--- src/rtl/alarm_annunciator.sv ---
// ---------------------------------------------------------------------------
// alarm_annunciator
//
// Turns the "alarm ringing" level from the upstream alarm FSM into a beeping
// buzzer pattern with a snooze button. While alert is high the block
// alternates audible beeps and silent gaps. Each phase length is counted in
// timebase ticks. An ack press starts a snooze interval, and only a limited
// number of snoozes is allowed per alert episode. Dropping alert silences
// everything and clears the episode counters.
//
// Optional feature (macro ALARM_ANNUNCIATOR_ESCALATE_EN):
//   After ESC_BEEPS completed beeps, the end of the silent gap enters CONT.
//   CONT is a continuous tone that only alert=0 or an accepted ack can leave.
//   Without the macro, beeping cycles indefinitely and ESC_BEEPS is unused.
//
// Ports
//   clk        : clock; all state changes on its rising edge
//   rst_n      : asynchronous reset, ACTIVE HIGH (1 = reset) despite the name
//   alert      : 1 = alarm ringing (level)
//   ack        : single-cycle press pulse (debounced)
//   tick       : single-cycle timebase enable
//   buzzer     : registered square-wave tone drive
//   led        : registered, 1 whenever the state is not OFF
//   snoozing   : registered, 1 in SNOOZE only
//   beep_cnt   : registered count of completed beeps this episode (saturates)
//   snooze_cnt : registered count of snoozes taken this episode
// ---------------------------------------------------------------------------
module alarm_annunciator #(
  parameter int unsigned TONE_HALF      = 4,
  parameter int unsigned BEEP_ON_TICKS  = 3,
  parameter int unsigned BEEP_OFF_TICKS = 2,
  parameter int unsigned SNOOZE_TICKS   = 8,
  parameter int unsigned MAX_SNOOZE     = 3,
  parameter int unsigned ESC_BEEPS      = 5
) (
  input  logic       clk,
  input  logic       rst_n,
  input  logic       alert,
  input  logic       ack,
  input  logic       tick,
  output logic       buzzer,
  output logic       led,
  output logic       snoozing,
  output logic [7:0] beep_cnt,
  output logic [3:0] snooze_cnt
);

  // Elaboration-time range checks on the parameters.
  if (TONE_HALF < 1 || TONE_HALF > 255 || BEEP_ON_TICKS < 1 || BEEP_ON_TICKS > 255 ||
      BEEP_OFF_TICKS < 1 || BEEP_OFF_TICKS > 255 || SNOOZE_TICKS < 1 ||
      SNOOZE_TICKS > 255 || MAX_SNOOZE > 15 || ESC_BEEPS > 255) begin : g_bad_param
    $error("alarm_annunciator: parameter out of legal range");
  end

  typedef enum logic [2:0] {
    ST_OFF,
    ST_BEEP_ON,
    ST_BEEP_OFF,
    ST_SNOOZE
`ifdef ALARM_ANNUNCIATOR_ESCALATE_EN
    , ST_CONT
`endif
  } state_t;

  // Each phase expires on the tick that arrives while the counter already
  // holds (N-1), i.e. on the N-th tick since entry.
  localparam logic [7:0] TONE_LAST   = 8'(TONE_HALF - 1);
  localparam logic [7:0] ON_LAST     = 8'(BEEP_ON_TICKS - 1);
  localparam logic [7:0] OFF_LAST    = 8'(BEEP_OFF_TICKS - 1);
  localparam logic [7:0] SNZ_LAST    = 8'(SNOOZE_TICKS - 1);
  localparam logic [3:0] SNOOZE_LIM  = 4'(MAX_SNOOZE);
`ifdef ALARM_ANNUNCIATOR_ESCALATE_EN
  localparam logic [7:0] ESC_LIMIT   = 8'(ESC_BEEPS);
`endif

  state_t     state_q,      state_d;
  logic [7:0] tick_cnt_q,   tick_cnt_d;
  logic [7:0] tone_cnt_q,   tone_cnt_d;
  logic       buzzer_q,     buzzer_d;
  logic       led_q,        led_d;
  logic       snoozing_q,   snoozing_d;
  logic [7:0] beep_cnt_q,   beep_cnt_d;
  logic [3:0] snooze_cnt_q, snooze_cnt_d;

  logic ack_ok;
  logic entering;
  logic tone_on;

  // Next state and episode counters. alert=0 wins, then an accepted ack,
  // then tick expiry.
  // NOTE: every signal gets a default at the top of the block, so no path
  // through the case/if tree can leave it unassigned and infer a latch.
  always_comb begin
    state_d      = state_q;
    beep_cnt_d   = beep_cnt_q;
    snooze_cnt_d = snooze_cnt_q;
    ack_ok       = 1'b0;

    case (state_q)
      ST_BEEP_ON, ST_BEEP_OFF: ack_ok = (snooze_cnt_q < SNOOZE_LIM);
`ifdef ALARM_ANNUNCIATOR_ESCALATE_EN
      ST_CONT:                 ack_ok = (snooze_cnt_q < SNOOZE_LIM);
`endif
      default:                 ack_ok = 1'b0;
    endcase

    if (!alert) begin
      state_d      = ST_OFF;
      beep_cnt_d   = 8'd0;
      snooze_cnt_d = 4'd0;
    end else if (ack && ack_ok) begin
      state_d      = ST_SNOOZE;
      snooze_cnt_d = snooze_cnt_q + 4'd1;
    end else begin
      case (state_q)
        ST_OFF: state_d = ST_BEEP_ON;
        ST_BEEP_ON: begin
          if (tick && tick_cnt_q == ON_LAST) begin
            state_d = ST_BEEP_OFF;
            if (beep_cnt_q != 8'hFF) beep_cnt_d = beep_cnt_q + 8'd1;
          end
        end
        ST_BEEP_OFF: begin
          if (tick && tick_cnt_q == OFF_LAST) begin
`ifdef ALARM_ANNUNCIATOR_ESCALATE_EN
            state_d = (beep_cnt_q == ESC_LIMIT) ? ST_CONT : ST_BEEP_ON;
`else
            state_d = ST_BEEP_ON;
`endif
          end
        end
        ST_SNOOZE: begin
          if (tick && tick_cnt_q == SNZ_LAST) state_d = ST_BEEP_ON;
        end
`ifdef ALARM_ANNUNCIATOR_ESCALATE_EN
        ST_CONT: state_d = ST_CONT;
`endif
        default: state_d = ST_OFF;
      endcase
    end
  end

  // Tick counter, tone divider and registered outputs, all derived from the
  // next state so the outputs reflect the new state one cycle after the edge.
  // There are no self-transitions, so a change of state marks a fresh entry.
  always_comb begin
    entering   = (state_d != state_q);
    tick_cnt_d = tick_cnt_q;
    tone_cnt_d = 8'd0;
    buzzer_d   = 1'b0;
    tone_on    = (state_d == ST_BEEP_ON);
`ifdef ALARM_ANNUNCIATOR_ESCALATE_EN
    tone_on    = tone_on || (state_d == ST_CONT);
`endif

    if (entering || state_d == ST_OFF) begin
      tick_cnt_d = 8'd0;
    end else if (tick) begin
      tick_cnt_d = tick_cnt_q + 8'd1;
    end

    if (tone_on) begin
      if (entering) begin
        buzzer_d   = 1'b1;
        tone_cnt_d = 8'd0;
      end else if (tone_cnt_q == TONE_LAST) begin
        buzzer_d   = ~buzzer_q;
        tone_cnt_d = 8'd0;
      end else begin
        buzzer_d   = buzzer_q;
        tone_cnt_d = tone_cnt_q + 8'd1;
      end
    end

    led_d      = (state_d != ST_OFF);
    snoozing_d = (state_d == ST_SNOOZE);
  end

  // NOTE: the reset input is active high, so the sensitivity is posedge rst_n
  // and the reset branch is taken while rst_n is 1.
  // NOTE: sequential state uses non-blocking assignments only, so every flop
  // samples the pre-edge values of the others.
  always_ff @(posedge clk or posedge rst_n) begin
    if (rst_n) begin
      state_q      <= ST_OFF;
      tick_cnt_q   <= 8'd0;
      tone_cnt_q   <= 8'd0;
      buzzer_q     <= 1'b0;
      led_q        <= 1'b0;
      snoozing_q   <= 1'b0;
      beep_cnt_q   <= 8'd0;
      snooze_cnt_q <= 4'd0;
    end else begin
      state_q      <= state_d;
      tick_cnt_q   <= tick_cnt_d;
      tone_cnt_q   <= tone_cnt_d;
      buzzer_q     <= buzzer_d;
      led_q        <= led_d;
      snoozing_q   <= snoozing_d;
      beep_cnt_q   <= beep_cnt_d;
      snooze_cnt_q <= snooze_cnt_d;
    end
  end

  assign buzzer     = buzzer_q;
  assign led        = led_q;
  assign snoozing   = snoozing_q;
  assign beep_cnt   = beep_cnt_q;
  assign snooze_cnt = snooze_cnt_q;

endmodule

--- config.mk ---
export PLATFORM = sky130hd
export DESIGN_NAME = alarm_annunciator
export DESIGN_NICKNAME = d
export VERILOG_FILES = /design/src/rtl/alarm_annunciator.sv
export SDC_FILE = /design/constraint.sdc
export NUM_CORES = 1
export LEC_CHECK = 0
export ABC_CLOCK_PERIOD_IN_PS = 2100
export BUFFER_PORTS_ARGS = -buffer_cell sky130_fd_sc_hd__clkbuf_2
export CORE_MARGIN = 3
export CORE_UTILIZATION = 40
export CTS_BUF_LIST = sky130_fd_sc_hd__clkbuf_16
export CTS_CLUSTER_SIZE = 40
export DETAILED_ROUTE_END_ITERATION = 16
export GPL_TIMING_DRIVEN = 0
export HOLD_SLACK_MARGIN = 0.15
export PLACE_DENSITY_LB_ADDON = 0.05
export REMOVE_ABC_BUFFERS = 1
export SYNTH_ARGS = -nofsm -noshare
export SYNTH_HDL_FRONTEND = slang
export SYNTH_SLANG_ARGS = --single-unit
--- constraint.sdc ---
create_clock -name clk -period 2.1 [get_ports clk]
set_input_delay 0.21 -clock clk [delete_from_list [all_inputs] [get_ports clk]]
set_output_delay 0.21 -clock clk [all_outputs]
set_load 0.01 [all_outputs]
# Word-level counts from Yosys, hierarchy flattened
# Index checks and enable logic that the tools add are counted.
# W data, S select, Z words.
[word_totals]
regBits = 34
latch_bits = 0
mem_bits_rw = 0
romBits = 0
inputBits = 5
output_inout_bits = 15
elab_cells = 64
mem_count = 0
[op_classes]
addsub = 4
n_mul = 0
div = 0
n_lt_le_gt_ge = 1
eq_ne = 17
n_shift = 0
mux = 22
bitwise_logic = 1
n_reduce_logical = 11
[op_table]
columns = ["cell", "n"]
rows = [
  ["$mux W8", 10],
  ["$add A8 B1 Y8 const B", 3],
  ["$eq A8 B2 Y1 const B", 2],
  ["$mux W3", 5],
  ["$pmux W3 S4", 1],
  ["$eq A3 B2 Y1 const B", 3],
  ["$eq A8 B1 Y1 const B", 1],
  ["$eq A8 B3 Y1 const B", 1],
  ["$mux W4", 2],
  ["$ne A2 B1 Y1 const B", 4],
  ["$ne A8 B8 Y1 const B", 1],
  ["$eq A3 B1 Y1 const B", 2],
  ["$logic_not A3 Y1", 2],
  ["$add A4 B1 Y4 const B", 1],
  ["$logic_and A1 B1 Y1", 4],
  ["$lt A4 B2 Y1 const B", 1],
  ["$mux W1", 4],
  ["$reduce_and A4 Y1", 1],
  ["$ne A3 B2 Y1 const B", 1],
  ["$ne A3 B3 Y1", 1],
  ["$reduce_bool A3 Y1", 1],
  ["$ne A2 B2 Y1 const B", 1],
  ["$reduce_bool A2 Y1", 1],
  ["$reduce_or A2 Y1", 1],
  ["2 further kinds", 2],
]

# Longest topological paths before layout
# Gate-level depths: netlist of the first run.
[depth]
depth_word = 9
mapped_depth = 7
ltp_nobuf = 6

# Worst setup path before layout of the first run
# Ideal clock, no wire load.
[synth_timing]
path_kind = "register -> register"
from = "register tick_cnt_q[0]"
to = "register tone_cnt_q[2]"
setup_time_ns = 0.101
t_arrival_ns = 1.860
required_ns = 1.999
path_slack_ns = 0.139
stages_incl_launch_ff = 7
path_buffers = 0
synth_period_minus_slack_ns = 1.961
cell_sequence = "dfrtp_1 ha_1 nand3_1 or4b_4 a41oi_4 nand2_4 nor4_1"
[synth_between]
elab_chain_len = 9
word_cells_on_any_way = 16
cone_classes = "5 x eq/ne; 8 x mux; 3 x reduce/logical"
[synth_lines]
columns = ["item", "line_no", "text"]
rows = [
  ["from (decl)", "77", "logic [7:0] tick_cnt_q, tick_cnt_d;"],
  ["from (signal assigned)", "195", "tick_cnt_q <= tick_cnt_d;"],
  ["$eq A8 B3 Y1, or another cell as far along", "133", "if (tick && tick_cnt_q == SNZ_LAST) state_d = ST_BEEP_ON;"],
  ["$logic_and A1 B1 Y1 (on tied branches)", "133, 118, 124", ""],
  ["$mux W3 (on tied branches)", "133, 118, 124", ""],
  ["$pmux W3 S4 *", "115", "case (state_q)"],
  ["$mux W3 *", "111", "end else if (ack && ack_ok) begin"],
  ["$mux W3 *", "107", "if (!alert) begin"],
  ["$ne A3 B3 Y1", "147", "entering = (state_d != state_q);"],
  ["$mux W8", "163", "if (entering) begin"],
  ["$mux W8 *", "162", "if (tone_on) begin"],
  ["named net tone_cnt_d[2]", "78", "logic [7:0] tone_cnt_q, tone_cnt_d;"],
  ["to (signal assigned)", "196", "tone_cnt_q <= tone_cnt_d;"],
  ["to (decl)", "78", ""],
]
# The timed path passes the listed nets; every way through them passes the cells marked *.
# A chain may end at the register's enable or synchronous reset.

# Worst setup path after layout of the first run
[layout_timing]
from = "register tick_cnt_q[0]"
to = "register tone_cnt_q[3]"
# Same word-level chain as after synthesis.

==> summary.txt, run 1 <==
Main synth FF type: dfrtp_1
Critical Path RT: 2260 ps
total gr overflow: 0
Initial Util: 42.1%
gpl congestion: 0.830
Setup WS pre-CTS: -82.4 ps
worst skew pair latency: 280 ps
clk sinks: 34
Die Footprint: 0.00551 mm^2
share of cells above drive strength 1: 34.0%
Die Y: 74.2 um
via count: 1494
TritonCTS clock tree: built
first-pass GRT wire length: 6.57 mm
area leader, netlist: dfrtp_1
synth warn: 0
clock buffer depth: 2
critical path fanouts, max: 5
most frequent cell after synthesis: dfrtp_1
IO Pins: 20
n_diodes: 0
Startpoint Class: register
# DRC: 0
placed cell count: 242
Syn Inst Count: 176
Yosys cell types: 41
CTS Root Cell: clkbuf_16
Max IR drop VDD: 0.409 mV
number of global-route vias before repair: 1390
Fin Hold WS: 326 ps
utilization after layout: 56.2%
largest net degree at the start of global routing: 35
worst clock skew: 5.13 ps
worst slew pin tran: 714 ps
RSZ-0062 raised after global routing: yes
non-filler cells, final: 264
Clock transition at path regs: 60 ps
Vias/cell: 5.66
CP Capture Type: register
f_max: 465 MHz
Post-Syn Area per Cell: 10.6 um^2
CTS H-tree depth: 2
Final WS setup: -51.4 ps
area growth from synthesis to layout: 33.3%
Leakage: 1.11 nW
Setup-failing EPs final: 1
Core ar.: 0.00441 mm^2
Starting DRT DRC Count: 66
placed inst area: 0.00200 mm^2
Post-synth EDFFs: 0
post-synthesis sequential area ratio: 45.7%
top-area cell type share of the netlist area: 45.7%
# fillers: 375
share of flip-flops with an asynchronous set or reset: 100%
PwrDens: 665 mW/mm^2
total track usage: 15.5%
Post-DP HPWL: 2.60 mm
crit path kind: register to register
Final Cell Area: 0.00248 mm^2
pins over their slew limit: 0
max-cap violations: 0
port bufs: 19
Slew headroom: 52.3%
WL per Instance: 16.5 um
final cycle utilization of the critical path: 102%
Hold Vio Cnt, Final: 0
chip width: 74.2 um
failing checks: negative setup slack
status: finished, violations left
CTS buffer count: 5
FF+latch count, synth: 34
Area contributors post-synth: dfrtp_1 46%, xor2_1 5.6%, ha_1 4.0%, nor4_1 4.0%, xnor2_1 3.8%
initial antenna violation count: 0
Hold Path Class: primary input to register
Final ANT Viol Nets: 0
cell area after synthesis: 0.00186 mm^2
Pre-antenna DRT Iters: 4
Crit path arrival time: 2310 ps
FP Rows: 24
synth cell count leaders: 34 x dfrtp_1, 12 x nor4_1, 12 x xor2_1
Routed WL: 4.36 mm
final net count: 222
fin crit period: 2150 ps
[worst paths after layout]
check | startpoint | to | slack, ps | cells past startpoint
setup / recovery | tick_cnt_q[0] | tone_cnt_q[3] | -50 | 7
hold / removal | tick | tick_cnt_q[1] | 330 | 4
setup reg to reg | tick_cnt_q[0] | tone_cnt_q[3] | -50 | 7
hold reg to reg | snooze_cnt[3] | snooze_cnt[3] | 530 | 1
max in group asynchronous | rst_n | tick_cnt_q[0] | 1010 | 3
min in group asynchronous | rst_n | snooze_cnt[3] | 590 | 3
[cell type report]
type,count,area [um^2],share of cell area (%)
Multi-Input combinational cell,131,1160,47.0
Sequential cell,34,855,34.5
Inverter,8,30.0,1.21
Clock buffer,5,125,5.05
Tap cell,52,65.1,2.62
Timing Repair Buffer,31,195,7.87
Clock inverter,3,45.0,1.82
[logic make-up after synthesis]
family	share of synthesized area (%)
fa+ha+maj	4.03
xor+xnor	9.42
compound gates	9.42
mux	2.69
simple gates	25.7
buf+inv	2.82
other cells	0.202
flops	45.7
[stage by stage]
step                      power (mW)  setup TNS (ps)
final                           1.65           -51.4
after global routing            1.71            -948
after CTS                       1.63               0
after detailed placement       0.773           -1010
after floorplan                0.742               0
after global placement         0.771            -880
[metal layers]
metal	part of all wire [%]	global-route usage [%]	vias up
met2	48	23.3	30
met4	1.3	5.84	0
met5	0	0	-
met1	46	21.5	749
li1	-	-	710
met3	4.1	3.92	5
[placed cells by master, fill, tap and decap left out, drive strengths merged, types with 2 or more instances in the layout]
cell / n
clkbuf: 24
ha: 6
nand3: 11
and3: 3
clkinvlp: 2
nand2: 10
and2: 8
o21ai: 9
buf: 11
dfrtp: 34
and4: 2
a21oi: 9
inv: 8
or4b: 3
nor2: 3
nor4: 12
mux2i: 5
nand2b: 4
nor3: 4
nor2b: 4
a311oi: 2
xor2: 12
xnor2: 8
nand4: 6
[worst max-delay path, stage by stage, from the launching register on]
cell and delay [ps]:
dfrtp_2 400, ha_4 150, nand3_1 90, or4b_4 550, a41oi_4 240, buf_4 180, nand2_4 80, nor4_1 340
[state kept, by name, summed over array words and instances, names as in the netlist]
register    cells
beep_cnt        8
tick_cnt_q      8
tone_cnt_q      8
snooze_cnt      4
state_q         3
buzzer          1
led             1
snoozing        1
[where the power goes]
part	leakage (nW)	switching [mW]	internal (mW)
logic	0.566	0.0832	0.0449
clock network	0.0760	0.288	0.559
registers	0.465	0.0106	0.664
total	1.11	0.382	1.27
[timing repair]
| action | in CTS | in global routing |
|---|---|---|
| hold buffers | 0 | 1 |
| setup buffers | 3 | 8 |
| endpoints found under the hold margin | 0 | 34 |
| setup endpoints to repair | 17 | 24 |
| gates cloned | 0 | 2 |
| pin swaps | 2 | 9 |
| gates resized for setup | 5 | 33 |
Power figures use the tool's default switching activity.
==> run 2: changes to the inputs <==
--- a/config.mk
+++ b/config.mk
@@ -5,8 +5,9 @@
 export SDC_FILE = /design/constraint.sdc
 export NUM_CORES = 1
 export LEC_CHECK = 0
-export ABC_CLOCK_PERIOD_IN_PS = 2100
+export ABC_CLOCK_PERIOD_IN_PS = 2200
 export BUFFER_PORTS_ARGS = -buffer_cell sky130_fd_sc_hd__clkbuf_2
+export CORE_ASPECT_RATIO = 0.8
 export CORE_MARGIN = 3
 export CORE_UTILIZATION = 40
 export CTS_BUF_LIST = sky130_fd_sc_hd__clkbuf_16
==> constraint.sdc (replaced) <==
create_clock -name clk -period 2.2 [get_ports clk]
set_input_delay 0.22 -clock clk [delete_from_list [all_inputs] [get_ports clk]]
set_output_delay 0.22 -clock clk [all_outputs]
set_load 0.01 [all_outputs]
==> run 2 against run 1 <==
- the run now ends clean
- critical path depth decreased by 1
- wire length decreased by 9.2%
- sequential cell count unchanged
- clock-buffer cell count unchanged
- largest power group unchanged
==> summary.txt, run 2 (same netlist as run 1, synthesis figures left out) <==
status: finished clean
chip width: 82.3 um (+11%)
Starting DRT DRC Count: 68 (+3.0%)
FF-to-FF End: tone_cnt_q[7]
Fin Hold WS: 348 ps (+21.5 ps)
Max IR drop VDD: 0.504 mV (+23%)
CTS Root Cell: clkbuf_16
Hold Path Class: primary input to register
critical path fanouts, max: 10 (+5)
TritonCTS clock tree: built
critical-path cell list: ha_1, nand3_1, or4b_4, a41oi_4, nand2_4, nor4_1
Startpoint Class: register
Hold Path Origin: tick
port bufs: 19 (unchanged)
crit path kind: register to register
max-cap violations: 0 (unchanged)
startpoint of the worst register-to-register path: tick_cnt_q[0]
Crit path arrival time: 2250 ps (-60 ps)
CP Capture Type: register
clock buffer depth: 2 (unchanged)
worst clock skew: 6.34 ps (+1.21 ps)
Core ar.: 0.00434 mm^2 (-1.8%)
commonest non-fill, non-tap cell in the layout: dfrtp_1
n_diodes: 0 (unchanged)
CTS H-tree depth: 2 (unchanged)
share of cells above drive strength 1: 22.4% (-12 points)
Leakage: 1.05 nW (-5.2%)
Critical Path Max Stage Delay: 560 ps (about the same)
largest net degree at the start of global routing: 35 (unchanged)
IO Pins: 20 (unchanged)
# DRC: 0 (unchanged)
met2 wire length: 1.80 mm (-15%)
Pre-antenna DRT Iters: 4 (unchanged)
clk sinks: 34 (unchanged)
setup_tns: 0 ps (+51.4 ps)
first-pass GRT wire length: 6.72 mm (+2.3%)
FP Rows: 21 (-13%)
metal3 WL: 156 um (-12%)
via count: 1420 (-5.0%)
Clock transition at path regs: 50 ps (about the same)
Crit-path slowest cell: or4b_4
WHS Endpoint: tick_cnt_q[1]
fin crit period: 2080 ps (-75.3 ps)
DR top layer: met4
Routed WL: 3.95 mm (-9.2%)
Critical Path RT: 2370 ps (+110 ps)
pins over their slew limit: 0 (unchanged)
Post-DP HPWL: 2.69 mm (+3.7%)
worst slew pin tran: 703 ps (-11.2 ps)
Hold Vio Cnt, Final: 0 (unchanged)
Tot Pwr: 1.50 mW (-9.0%)
placed inst area: 0.00200 mm^2 (+0.31%)
number of global-route vias before repair: 1364 (-1.9%)
Final Cell Area: 0.00224 mm^2 (-9.8%)
utilization after layout: 51.6% (-4.6 points)
gpl congestion: 0.763 (-8.0%)
Initial Util: 42.9% (+0.77 points)
area growth from synthesis to layout: 20.2%
Die Y: 67 um (-9.7%)
final cycle utilization of the critical path: 94.4% (-8.1 points)
Vias/cell: 5.50 (-2.7%)
initial antenna violation count: 0 (unchanged)
CTS buffer count: 5 (unchanged)
worst skew pair latency: 280 ps (about the same)
worst reg-to-reg path cell count: 6 (-1)
Setup-failing EPs final: 0 (-1)
total track usage: 16.5% (+1.0 points)
Final ANT Viol Nets: 0 (unchanged)
most frequent cells in the layout: 34 x dfrtp_1, 19 x clkbuf_2, 12 x xor2_1
Die Footprint: 0.00551 mm^2 (about the same)
WHS Path Cells: 4 (unchanged)
Worst R2R Setup Slack: 120 ps (+180 ps)
f_max: 482 MHz (+3.6%)
PwrDens: 672 mW/mm^2 (+0.97%)
WL per Instance: 15.3 um (-7.1%)
total gr overflow: 0 (unchanged)
Met1 Wirelength: 1.93 mm (-4.8%)
final net count: 211 (-5.0%)
Slew headroom: 53.0% (+0.75 points)
-- run 2: changes by cell type in the layout (fill, tap and decap cells not counted), moves of 3 or more --
cell / before / now
buf_4: 9 / 2
nor4_1: 4 / 9
nor4_4: 4 / 0
dfrtp_1: 31 / 34
dfrtp_2: 3 / 0
-- run 2: worst max-delay path by stage --
stage / from / end / slack [ps]
detailed placement: state_q[2] / tone_cnt_q[5] / 3
global placement: tick_cnt_q[0] / tick_cnt_q[1] / 20
CTS: state_q[2] / tone_cnt_q[7] / 10
finish: tick_cnt_q[0] / tone_cnt_q[7] / 120
global route: tick_cnt_q[2] / tone_cnt_q[5] / -1
floorplan: tick_cnt_q[0] / tone_cnt_q[2] / 240
-- run 2: timing repair --
action,4_1_cts,5_1_grt
resized for setup,0,8
setup endpoints to repair,0,23
endpoints found under the hold margin,0,34
setup buffers,0,2
hold buffers,0,1
-- run 2: worst max-delay path: cells and delay by family (launching register included) --
family	cells	cell delay [ps]
fa+ha+maj	1	220
flops	1	430
simple gates	4	1090
compound gates	1	230
-- run 2: cell type report --
cell class	count	area (um^2)
Tap cell	57	71.3
Clock buffer	5	125
Sequential cell	34	851
Clock inverter	3	37.5
Fill cell	403	2100
Multi-Input combinational cell	129	1000
Timing Repair Buffer	22	120
Inverter	8	30.0
-- run 2: metal layers --
layer / up-vias / global-route usage [%]
li1: 686 / -
met1: 689 / 23.1
met2: 32 / 23.9
met3: 13 / 4.59
met4: 0 / 6.43
met5: - / 0
-- run 2: per-stage QoR --
step | setup slack, ps | std cells
3_3_place_gp | 22.0 | 247
5_1_grt | -1.30 | 258
3_5_place_dp | 3.47 | 247
2_1_floorplan | 239 | 171
4_1_cts | 9.60 | 255
6_report | 124 | 258
-- run 2: power breakdown --
group          internal [mW]  leakage [nW]  switching, mW
clock                  0.525        0.0864          0.242
combinational         0.0295         0.494         0.0609
sequential             0.634         0.469         0.0109
